==> config.mk <==
export PLATFORM = sky130hd
export DESIGN_NAME = instr_mem_loader_flat
export DESIGN_NICKNAME = d
export VERILOG_FILES = /design/src/rtl/imem_pkg.sv /design/src/rtl/instr_mem_loader_if.sv /design/src/rtl/imem_ram.sv /design/src/rtl/instr_mem_loader.sv /design/src/flat_wrapper.sv
export SDC_FILE = /design/constraint.sdc
export NUM_CORES = 2
export LEC_CHECK = 0
export CAP_MARGIN = 20
export CORE_UTILIZATION = 30
export CTS_CLUSTER_DIAMETER = 50
export DETAILED_ROUTE_END_ITERATION = 8
export GPL_TIMING_DRIVEN = 0
export PLACE_DENSITY_LB_ADDON = 0.15
export SYNTH_ARGS = -nofsm -noshare
export SYNTH_HDL_FRONTEND = slang
export SYNTH_HIERARCHICAL = 1
export SYNTH_MEMORY_MAX_BITS = 65536
export SYNTH_SLANG_ARGS = --single-unit
==> constraint.sdc <==
create_clock -name clk -period 5 [get_ports clk]
set_input_delay 1 -clock clk [delete_from_list [all_inputs] [get_ports clk]]
set_output_delay 1 -clock clk [all_outputs]
set_load 0.01 [all_outputs]
==> src/rtl/imem_pkg.sv <==
// Shared types and helpers for the instruction memory with program loader.
package imem_pkg;

  typedef enum logic [1:0] {
    IDLE,
    LOAD,
    RUN
  } state_e;

  localparam int NOP_WORD_DEFAULT = 0;

  // Even parity over a zero-extended word; callers pass up to 64 bits.
  function automatic logic even_parity(input logic [63:0] d);
    return ^d;
  endfunction

endpackage

==> src/rtl/instr_mem_loader_if.sv <==
// Load stream and fetch port of the instruction memory, grouped as one bus.
interface instr_mem_loader_if #(
  parameter int DATA_W = 17,
  parameter int ADDR_W = 8
);

  logic              load_start;
  logic [ADDR_W:0]   load_len;
  logic              load_valid;
  logic [DATA_W-1:0] load_data;
  logic              load_ready;
  logic              load_done;
  logic [ADDR_W:0]   loaded_count;
  logic              fetch_req;
  logic [ADDR_W-1:0] fetch_addr;
  logic              fetch_ready;
  logic [DATA_W-1:0] instr;
  logic              instr_valid;
  logic              fetch_oob;
  logic              par_err;

  modport master (
    output load_start, load_len, load_valid, load_data, fetch_req, fetch_addr,
    input  load_ready, load_done, loaded_count, fetch_ready, instr, instr_valid,
           fetch_oob, par_err
  );

  modport slave (
    input  load_start, load_len, load_valid, load_data, fetch_req, fetch_addr,
    output load_ready, load_done, loaded_count, fetch_ready, instr, instr_valid,
           fetch_oob, par_err
  );

endinterface

==> src/rtl/imem_ram.sv <==
// Synchronous single-port RAM with one write port and a registered read port.
module imem_ram #(
  parameter int WIDTH  = 17,
  parameter int ADDR_W = 8
) (
  input  logic              clk,
  input  logic              rst,
  input  logic              we_i,
  input  logic              re_i,
  input  logic [ADDR_W-1:0] addr_i,
  input  logic [WIDTH-1:0]  wdata_i,
  output logic [WIDTH-1:0]  rdata_o
);

  localparam int DEPTH = 1 << ADDR_W;

  logic [WIDTH-1:0] mem [DEPTH];
  logic [WIDTH-1:0] rdata_q;

  // The array itself is never reset, so it maps onto block RAM.
  always_ff @(posedge clk) begin
    if (we_i) mem[addr_i] <= wdata_i;
  end

  always_ff @(posedge clk) begin
    if (rst) rdata_q <= '0;
    else if (re_i) rdata_q <= mem[addr_i];
  end

  assign rdata_o = rdata_q;

endmodule

==> src/rtl/instr_mem_loader.sv <==
// Instruction memory with streaming program loader and registered fetch port.
// Defining IMEM_PARITY_EN stores an even-parity bit per word and checks it on fetch.
module instr_mem_loader
  import imem_pkg::*;
#(
  parameter int                DATA_W   = 17,
  parameter int                ADDR_W   = 8,
  parameter logic [DATA_W-1:0] NOP_WORD = DATA_W'(NOP_WORD_DEFAULT)
) (
  input logic               clk,
  input logic               rst,
  instr_mem_loader_if.slave bus
);

`ifdef IMEM_PARITY_EN
  localparam int RAM_W = DATA_W + 1;
`else
  localparam int RAM_W = DATA_W;
`endif

  state_e            state_q, state_d;
  logic [ADDR_W:0]   len_q, len_d;
  logic [ADDR_W:0]   count_q, count_d;
  logic [ADDR_W-1:0] wptr_q, wptr_d;
  logic              done_q, done_d;
  logic              valid_q, oob_q, hold_oob_q;
  logic              start_ok, wr_en, fetch_acc, fetch_in_range;
  logic [RAM_W-1:0]  ram_wdata, ram_rdata;

  assign start_ok       = bus.load_start && (bus.load_len != '0);
  assign bus.load_ready = (state_q == LOAD) && (count_q < len_q);
  assign wr_en          = bus.load_valid && bus.load_ready;
  assign bus.fetch_ready = (state_q == RUN);
  assign fetch_acc      = bus.fetch_req && bus.fetch_ready;
  assign fetch_in_range = {1'b0, bus.fetch_addr} < count_q;

  always_comb begin
    state_d = state_q;
    len_d   = len_q;
    count_d = count_q;
    wptr_d  = wptr_q;
    done_d  = 1'b0;
    case (state_q)
      IDLE, RUN: begin
        if (start_ok) begin
          state_d = LOAD;
          len_d   = bus.load_len;
          count_d = '0;
          wptr_d  = '0;
        end
      end
      LOAD: begin
        if (wr_en) begin
          count_d = count_q + 1'b1;
          wptr_d  = wptr_q + 1'b1;
          if ((count_q + 1'b1) == len_q) begin
            state_d = RUN;
            done_d  = 1'b1;
          end
        end
      end
      default: state_d = IDLE;
    endcase
  end

  // hold_oob_q only changes on an accepted fetch so instr keeps its last value.
  always_ff @(posedge clk) begin
    if (rst) begin
      state_q    <= IDLE;
      len_q      <= '0;
      count_q    <= '0;
      wptr_q     <= '0;
      done_q     <= 1'b0;
      valid_q    <= 1'b0;
      oob_q      <= 1'b0;
      hold_oob_q <= 1'b0;
    end else begin
      state_q <= state_d;
      len_q   <= len_d;
      count_q <= count_d;
      wptr_q  <= wptr_d;
      done_q  <= done_d;
      valid_q <= fetch_acc;
      oob_q   <= fetch_acc && !fetch_in_range;
      if (fetch_acc) hold_oob_q <= !fetch_in_range;
    end
  end

`ifdef IMEM_PARITY_EN
  assign ram_wdata   = {even_parity(64'(bus.load_data)), bus.load_data};
  assign bus.par_err = valid_q && !hold_oob_q && (^ram_rdata);
`else
  assign ram_wdata   = bus.load_data;
  assign bus.par_err = 1'b0;
`endif

  imem_ram #(
    .WIDTH (RAM_W),
    .ADDR_W(ADDR_W)
  ) u_ram (
    .clk    (clk),
    .rst    (rst),
    .we_i   (wr_en),
    .re_i   (fetch_acc && fetch_in_range),
    .addr_i (wr_en ? wptr_q : bus.fetch_addr),
    .wdata_i(ram_wdata),
    .rdata_o(ram_rdata)
  );

  assign bus.instr        = hold_oob_q ? NOP_WORD : ram_rdata[DATA_W-1:0];
  assign bus.instr_valid  = valid_q;
  assign bus.fetch_oob    = oob_q;
  assign bus.load_done    = done_q;
  assign bus.loaded_count = count_q;

endmodule

==> src/flat_wrapper.sv <==
// flat-port wrapper written by rule: the top's interface ports become plain ports
module instr_mem_loader_flat import imem_pkg::*;
#(
  parameter int                DATA_W   = 17,
  parameter int                ADDR_W   = 8,
  parameter logic [DATA_W-1:0] NOP_WORD = DATA_W'(NOP_WORD_DEFAULT)
)
  (clk, rst, bus_load_start, bus_load_len, bus_load_valid, bus_load_data, bus_fetch_req, bus_fetch_addr, bus_load_ready, bus_load_done, bus_loaded_count, bus_fetch_ready, bus_instr, bus_instr_valid, bus_fetch_oob, bus_par_err);
  instr_mem_loader_if #(.DATA_W(DATA_W), .ADDR_W(ADDR_W)) bus_i ();
  input logic clk;
  input logic rst;
  input wire logic [$bits(bus_i.load_start)-1:0] bus_load_start;
  input wire logic [$bits(bus_i.load_len)-1:0] bus_load_len;
  input wire logic [$bits(bus_i.load_valid)-1:0] bus_load_valid;
  input wire logic [$bits(bus_i.load_data)-1:0] bus_load_data;
  input wire logic [$bits(bus_i.fetch_req)-1:0] bus_fetch_req;
  input wire logic [$bits(bus_i.fetch_addr)-1:0] bus_fetch_addr;
  output wire logic [$bits(bus_i.load_ready)-1:0] bus_load_ready;
  output wire logic [$bits(bus_i.load_done)-1:0] bus_load_done;
  output wire logic [$bits(bus_i.loaded_count)-1:0] bus_loaded_count;
  output wire logic [$bits(bus_i.fetch_ready)-1:0] bus_fetch_ready;
  output wire logic [$bits(bus_i.instr)-1:0] bus_instr;
  output wire logic [$bits(bus_i.instr_valid)-1:0] bus_instr_valid;
  output wire logic [$bits(bus_i.fetch_oob)-1:0] bus_fetch_oob;
  output wire logic [$bits(bus_i.par_err)-1:0] bus_par_err;
  assign bus_i.load_start = bus_load_start;
  assign bus_i.load_len = bus_load_len;
  assign bus_i.load_valid = bus_load_valid;
  assign bus_i.load_data = bus_load_data;
  assign bus_i.fetch_req = bus_fetch_req;
  assign bus_i.fetch_addr = bus_fetch_addr;
  assign bus_load_ready = bus_i.load_ready;
  assign bus_load_done = bus_i.load_done;
  assign bus_loaded_count = bus_i.loaded_count;
  assign bus_fetch_ready = bus_i.fetch_ready;
  assign bus_instr = bus_i.instr;
  assign bus_instr_valid = bus_i.instr_valid;
  assign bus_fetch_oob = bus_i.fetch_oob;
  assign bus_par_err = bus_i.par_err;
  instr_mem_loader #(.DATA_W(DATA_W), .ADDR_W(ADDR_W), .NOP_WORD(NOP_WORD)) u_core (.clk(clk), .rst(rst), .bus(bus_i));
endmodule
# [Yosys cells after proc, flatten, opt, wreduce, memory -nomap -nowiden]
# Memory sizes are Yosys's and may differ from the RTL's. A register that Yosys moved wholly into a read port is not among the register bits.
# Index checks and enable logic that the tools add are counted.
[totals] regBits=32 out_inout_bits=32 rom_bits=0 mem_count=1 word_cells=51 latchBits=0 ramBits=4352
[op_classes] bitwise=2 n_eq_ne=6 multipliers=0 reduce_logical=15 shift=0 magnitude_cmp=2 div_mod_pow=0 add_sub_neg=2 n_mux=15
[memory_table] name="u_core.u_ram.mem" words=256 word_bits=17 read_ports=1 rd_ports_with_merged_regs=1 write_ports=1 line="imem_ram.sv:17" source="logic [WIDTH-1:0] mem [DEPTH];"
[ops] operator="8-bit two-way mux" n=3
[ops] operator="9-bit two-way mux" n=2
[ops] operator="9-bit one-hot mux with 2 select lines" n=1
[ops] operator="17-bit two-way mux" n=1
[ops] operator="8-bit one-hot mux with 2 select lines" n=1
[ops] operator="9-bit by 1-bit adder with 9-bit output, second input constant" n=1
[ops] operator="9-bit equality test" n=1
[ops] operator="8-bit by 9-bit < comparator with 1-bit output" n=1
[ops] operator="9-bit < comparator" n=1
[ops] operator="9-bit nonzero test" n=1
[ops] operator="8-bit by 1-bit adder with 8-bit output, second input constant" n=1
[ops] operator="1-bit logical AND" n=6
[ops] operator="2-bit two-way mux" n=3
[ops] operator="3-bit AND reduction" n=2
[ops] operator="2-bit by 1-bit != test with 1-bit output, second input constant" n=2
[ops] operator="2-bit one-hot mux with 2 select lines" n=1
[ops] operator="1-bit two-way mux" n=3
[ops] operator="3-bit OR reduction" n=1
[ops] operator="2-bit by 1-bit equality test with 1-bit output, second input constant" n=1
[ops] operator="2-bit equality test, second input constant" n=1
[ops] operator="2-bit zero test" n=1
[ops] operator="2-bit != test, second input constant" n=1
[ops] operator="1-bit inverter" n=2
[ops] operator="2-bit AND reduction" n=1
[ops] operator="other kinds (3)" n=3

# [Logic depth before layout (Yosys ltp)]
[logic_depth] ltp_word=5 mapped_depth=20 depth_no_buf=14

# [Hierarchy]
# The synthesis kept the hierarchy.
[by_module_without_submodules] mod="imem_ram" cells_each=7520 area_each_um2=166516.0 instances=1 seq_area_each_um2=131025.7
[by_module_without_submodules] mod="instr_mem_loader" cells_each=293 area_each_um2=2337.2 instances=1 seq_area_each_um2=640.6

# [Worst setup path after synthesis]
# OpenSTA, ideal clock, no wires.
[synth_timing] path_type="register to register" startpoint="reg u_core.count_q[8], in the netlist u_core/bus.loaded_count[8]" endpoint="mem u_core.u_ram.mem[156][0], enable pin" slack_ps=-250 t_required_ps=4588 t_arrival_ps=4838 setup_ps=412 period_less_slack_ps=5250 stages_incl_launch_ff=17 path_cell_list="dfxtp_1 > ha_1 > and4_1 > a2111oi_4 > nand2_4 > nor2_8 > mux2_2 > buf_6 > buf_12 > buf_6 > buf_6 > buf_6 > buf_6 > buf_2 > or2_2 > clkbuf_1 > nor3_1"
[synth_between] elab_chain_cells=5
[synth_rtl] element="from (decl)" line="instr_mem_loader.sv:23" source="logic [ADDR_W:0] count_q, count_d;"
[synth_rtl] element="from (signal assigned)" line="instr_mem_loader.sv:80" source="count_q <= count_d;"
[synth_rtl] element="9-bit < comparator (*)" line="instr_mem_loader.sv:31" source="assign bus.load_ready = (state_q == LOAD) && (count_q < len_q);"
[synth_rtl] element="1-bit logical AND (*)" line="instr_mem_loader.sv:31"
[synth_rtl] element="1-bit logical AND (*)" line="instr_mem_loader.sv:32" source="assign wr_en = bus.load_valid && bus.load_ready;"
[synth_rtl] element="1-bit two-way mux" line="imem_ram.sv:22" source="if (we_i) mem[addr_i] <= wdata_i;"
[synth_rtl] element="1-bit two-way mux (not written as such)" line="imem_ram.sv:22"
[synth_rtl] element="to (decl)" line="imem_ram.sv:17"
# Every way passes the cells marked *; elsewhere a longest branch is shown, timed or not.

# [Final worst setup path]
[layout_timing] startpoint="reg u_core.len_q[7]" endpoint="reg u_core.u_ram.rdata_q[11], in the netlist u_core/u_ram/rdata_o[11], read port of u_core.u_ram.mem"
[layout_between] elab_chain_cells=4
[layout_rtl] element="from (decl)" line="instr_mem_loader.sv:22" source="logic [ADDR_W:0] len_q, len_d;"
[layout_rtl] element="from (signal assigned)" line="instr_mem_loader.sv:79" source="len_q <= len_d;"
[layout_rtl] element="9-bit < comparator" line="instr_mem_loader.sv:31"
[layout_rtl] element="1-bit logical AND" line="instr_mem_loader.sv:31"
[layout_rtl] element="1-bit logical AND" line="instr_mem_loader.sv:32"
[layout_rtl] element="8-bit two-way mux" line="instr_mem_loader.sv:105" source=".addr_i (wr_en ? wptr_q : bus.fetch_addr),"
[layout_rtl] element="to (decl)" line="imem_ram.sv:18" source="logic [WIDTH-1:0] rdata_q;"
# Every way passes these cells.
# A chain may end at the register's enable or synchronous reset.

==> reports/results.ini <==
[run]
drv_cap=0

[clocking]
cts_buffers=549
cts_num_sinks=4401
clock_latency_ps=1120
hold_buffers=0
htreeDepth=6
cts-root-buf=clkbuf_16
clock_path_buffers=4
cts_tree=done
cts.clk_slew.worst_paths_ps=50

[synthesis]
ys_seq_area_frac=0.780
syn_nets=7870
ys_ff_latch=4401
ys_types=82
avgSynthCellArea_um2=21.6
netlist_area_um2=169000
synth_cells=7813
synth_edf_count=4352
synth-async-reset-ratio=0
synth_warnings=6
ys.flop_type=edfxtp_1

[grt]
grt_max_degree=154
grt_first_pass_wirelength_mm=931
grt-ovfl-total=0
grt_pass1_vias=92400
antenna_found_initial=86
grt_usage=0.250

[timing]
fin_skew_ps=57.5
finalSetupViolations=102
slew_viol_final=0
slew_headroom=0.123
post-route-min-period_ps=5490
max_freq_ghz=0.182
fin_ws_ps=-489
rsz0062_at_grt=true
hold_ws_ps=240
fin_crit_sh=1.10
tightest_slew_ps=1320
final_hold_viol_count=0

[detailed_routing]
ant_nets=0
wirelength_mm=725
first_pass_iters=5
wl_met3_mm=77.6
top_layer_used=met5
drt_iter0_drc=13400
viasPerCell=5.61
num_vias=95800
drc_errors=0
drt-met1-wl_mm=282
route.met2.wl_mm=320
wire_per_inst_um=42.5

[critical_path]
worstSetupPathType=flop to flop
cp.arrival_ps=6420
critPathLaunchType=flop
endpoint_kind=flop
r2r_cells=20
worstPathRequired_ps=5930
cp_max_fo=10

[finish]
final_layout_size_suffix_gt1_frac=0.371
syn2layout_area_growth_pct=26.8
final_common_cell=edfxtp_1
stdcell_count=17100
n_fill_cell=50600
final_area_um2=214000
nets=9184
final_cell_mix=edfxtp_1 (4352), mux4_2 (966), clkbuf_16 (561)

[place]
port_buffers=69
dpl.hpwl_mm=508
gp_congestion=0.980
place_area_um2=187000
dp_cells=15700

[die]
die_h_um=752
die_area_um2=566000
rows=275
ioPinCount=71
core_um2=561000
die_w_um=752
start_util=0.301

[pwr]
peakVddDrop_v=0.000367
leakagePower_nw=67.4
fin_total_pwr_mw=87.8
p_per_area_nw_per_um2=410

[status]
status=finished with violations
violations=setup timing

[min_path]
hold_path.class=input pin to flop
min_path_cells=1

layer usage:
layer,track usage,vias to the layer above
li1,-,36000
met1,0.328,52900
met2,0.376,5643
met3,0.0721,1285
met4,0.130,18
met5,0,-
cell families after synthesis:
| kind of cell | Yosys count | share of synthesized area |
|---|---|---|
| other | 1 | 0.0000222 |
| muxes | 1246 | 0.146 |
| buffers and inverters | 481 | 0.0157 |
| adders and majority gates | 18 | 0.00133 |
| AOI/OAI and AO/OA | 773 | 0.0319 |
| and+or+nand+nor | 879 | 0.0243 |
| xor gates and xnor gates | 14 | 0.000726 |
| DFF | 4401 | 0.780 |
area by class of cell:
type | instances | area (um2) | share of cell area
antenna | 45 | 113 | 0.000526
buffer | 448 | 5510 | 0.0257
clock buffer | 640 | 14200 | 0.0662
clock inverter | 326 | 3600 | 0.0168
inverter | 22 | 90.1 | 0.000421
multi-input combinational | 2931 | 38900 | 0.182
sequential | 4401 | 132000 | 0.615
tap | 7479 | 9360 | 0.0437
timing repair buffer | 774 | 10600 | 0.0496
timing repair:
action | CTS | global route
gates cloned | 3 | 0
endpoints found under the hold margin | 0 | 0
endpoints found under the setup margin | 4369 | 2231
setup buffers | 191 | 147
gates resized for setup | 1170 | 300
pin swaps | 125 | 89
per-stage QoR:
stage / setup slack, ps / TNS, ps / utilization
3_5_place_dp: -3590 / -9970510 / 0.333
6_report: -489 / -4280 / 0.382
5_1_grt: -429 / -2730 / 0.381
3_3_place_gp: -6280 / - / 0.319
2_1_floorplan: -250 / -25250 / -
4_1_cts: -261 / -80880 / 0.377
worst paths after layout:
check                          from                         to  slack [ps]
setup reg to reg    u_core/len_q[7]   u_core/u_ram/rdata_o[11]        -490
hold reg to reg     u_core/len_q[0]            u_core/len_q[0]         530
hold / removal    bus_load_data[11]  u_core/u_ram/mem[205][11]         240
setup / recovery    u_core/len_q[7]   u_core/u_ram/rdata_o[11]        -490
worst max-delay path: stages (launching register included):
cell	delay (ps)
dfxtp_4	360
inv_4	40
ha_4	210
a21o_1	170
a2111oi_4	270
buf_4	200
nand2_8	70
nor2_8	130
buf_4	170
buf_8	160
mux2_4	310
bufbuf_16	310
or4b_4	200
buf_8	220
clkbuf_8	280
o22ai_2	150
nor4_4	340
a31oi_4	240
a21oi_4	520
nor3b_4	730
o32ai_1	190
state kept, by name, summed over array words and instances, names as in the netlist:
name / count
u_core/bus.instr_valid: 1
u_core/len_q: 9
u_core/wptr_q: 8
u_core/bus.load_done: 1
u_core/u_ram/mem: 4352
u_core/hold_oob_q: 1
u_core/state_q: 2
u_core/bus.fetch_oob: 1
u_core/u_ram/rdata_o: 17
u_core/bus.loaded_count: 9
power by group:
part	switching (mW)	total, mW	internal, mW
logic	5.51	8.09	2.59
registers	0.0108	40.6	40.6
clock network	16.5	39.2	22.7
synth_stat cells, types with 24 or more instances:
| cell type | number | share of area |
|---|---|---|
| buf_1 | 26 | 0.00058 |
| nor3_1 | 84 | 0.0025 |
| nor2_1 | 376 | 0.0084 |
| clkbuf_1 | 186 | 0.0041 |
| nand3_1 | 40 | 0.0012 |
| mux2i_1 | 257 | 0.015 |
| buf_4 | 72 | 0.0032 |
| o22ai_1 | 270 | 0.010 |
| nand2_1 | 171 | 0.0038 |
| nor2b_1 | 31 | 0.0011 |
| a22oi_1 | 125 | 0.0056 |
| o21ai_0 | 53 | 0.0016 |
| a21oi_1 | 62 | 0.0018 |
| dfxtp_1 | 49 | 0.0058 |
| a31oi_1 | 36 | 0.0013 |
| nor4_1 | 43 | 0.0016 |
| edfxtp_1 | 4352 | 0.77 |
| buf_2 | 122 | 0.0036 |
| buf_6 | 47 | 0.0031 |
| mux4_2 | 966 | 0.13 |
| a221oi_1 | 48 | 0.0025 |
| nand4_1 | 24 | 0.00089 |
(Power assumes the default switching activity.)
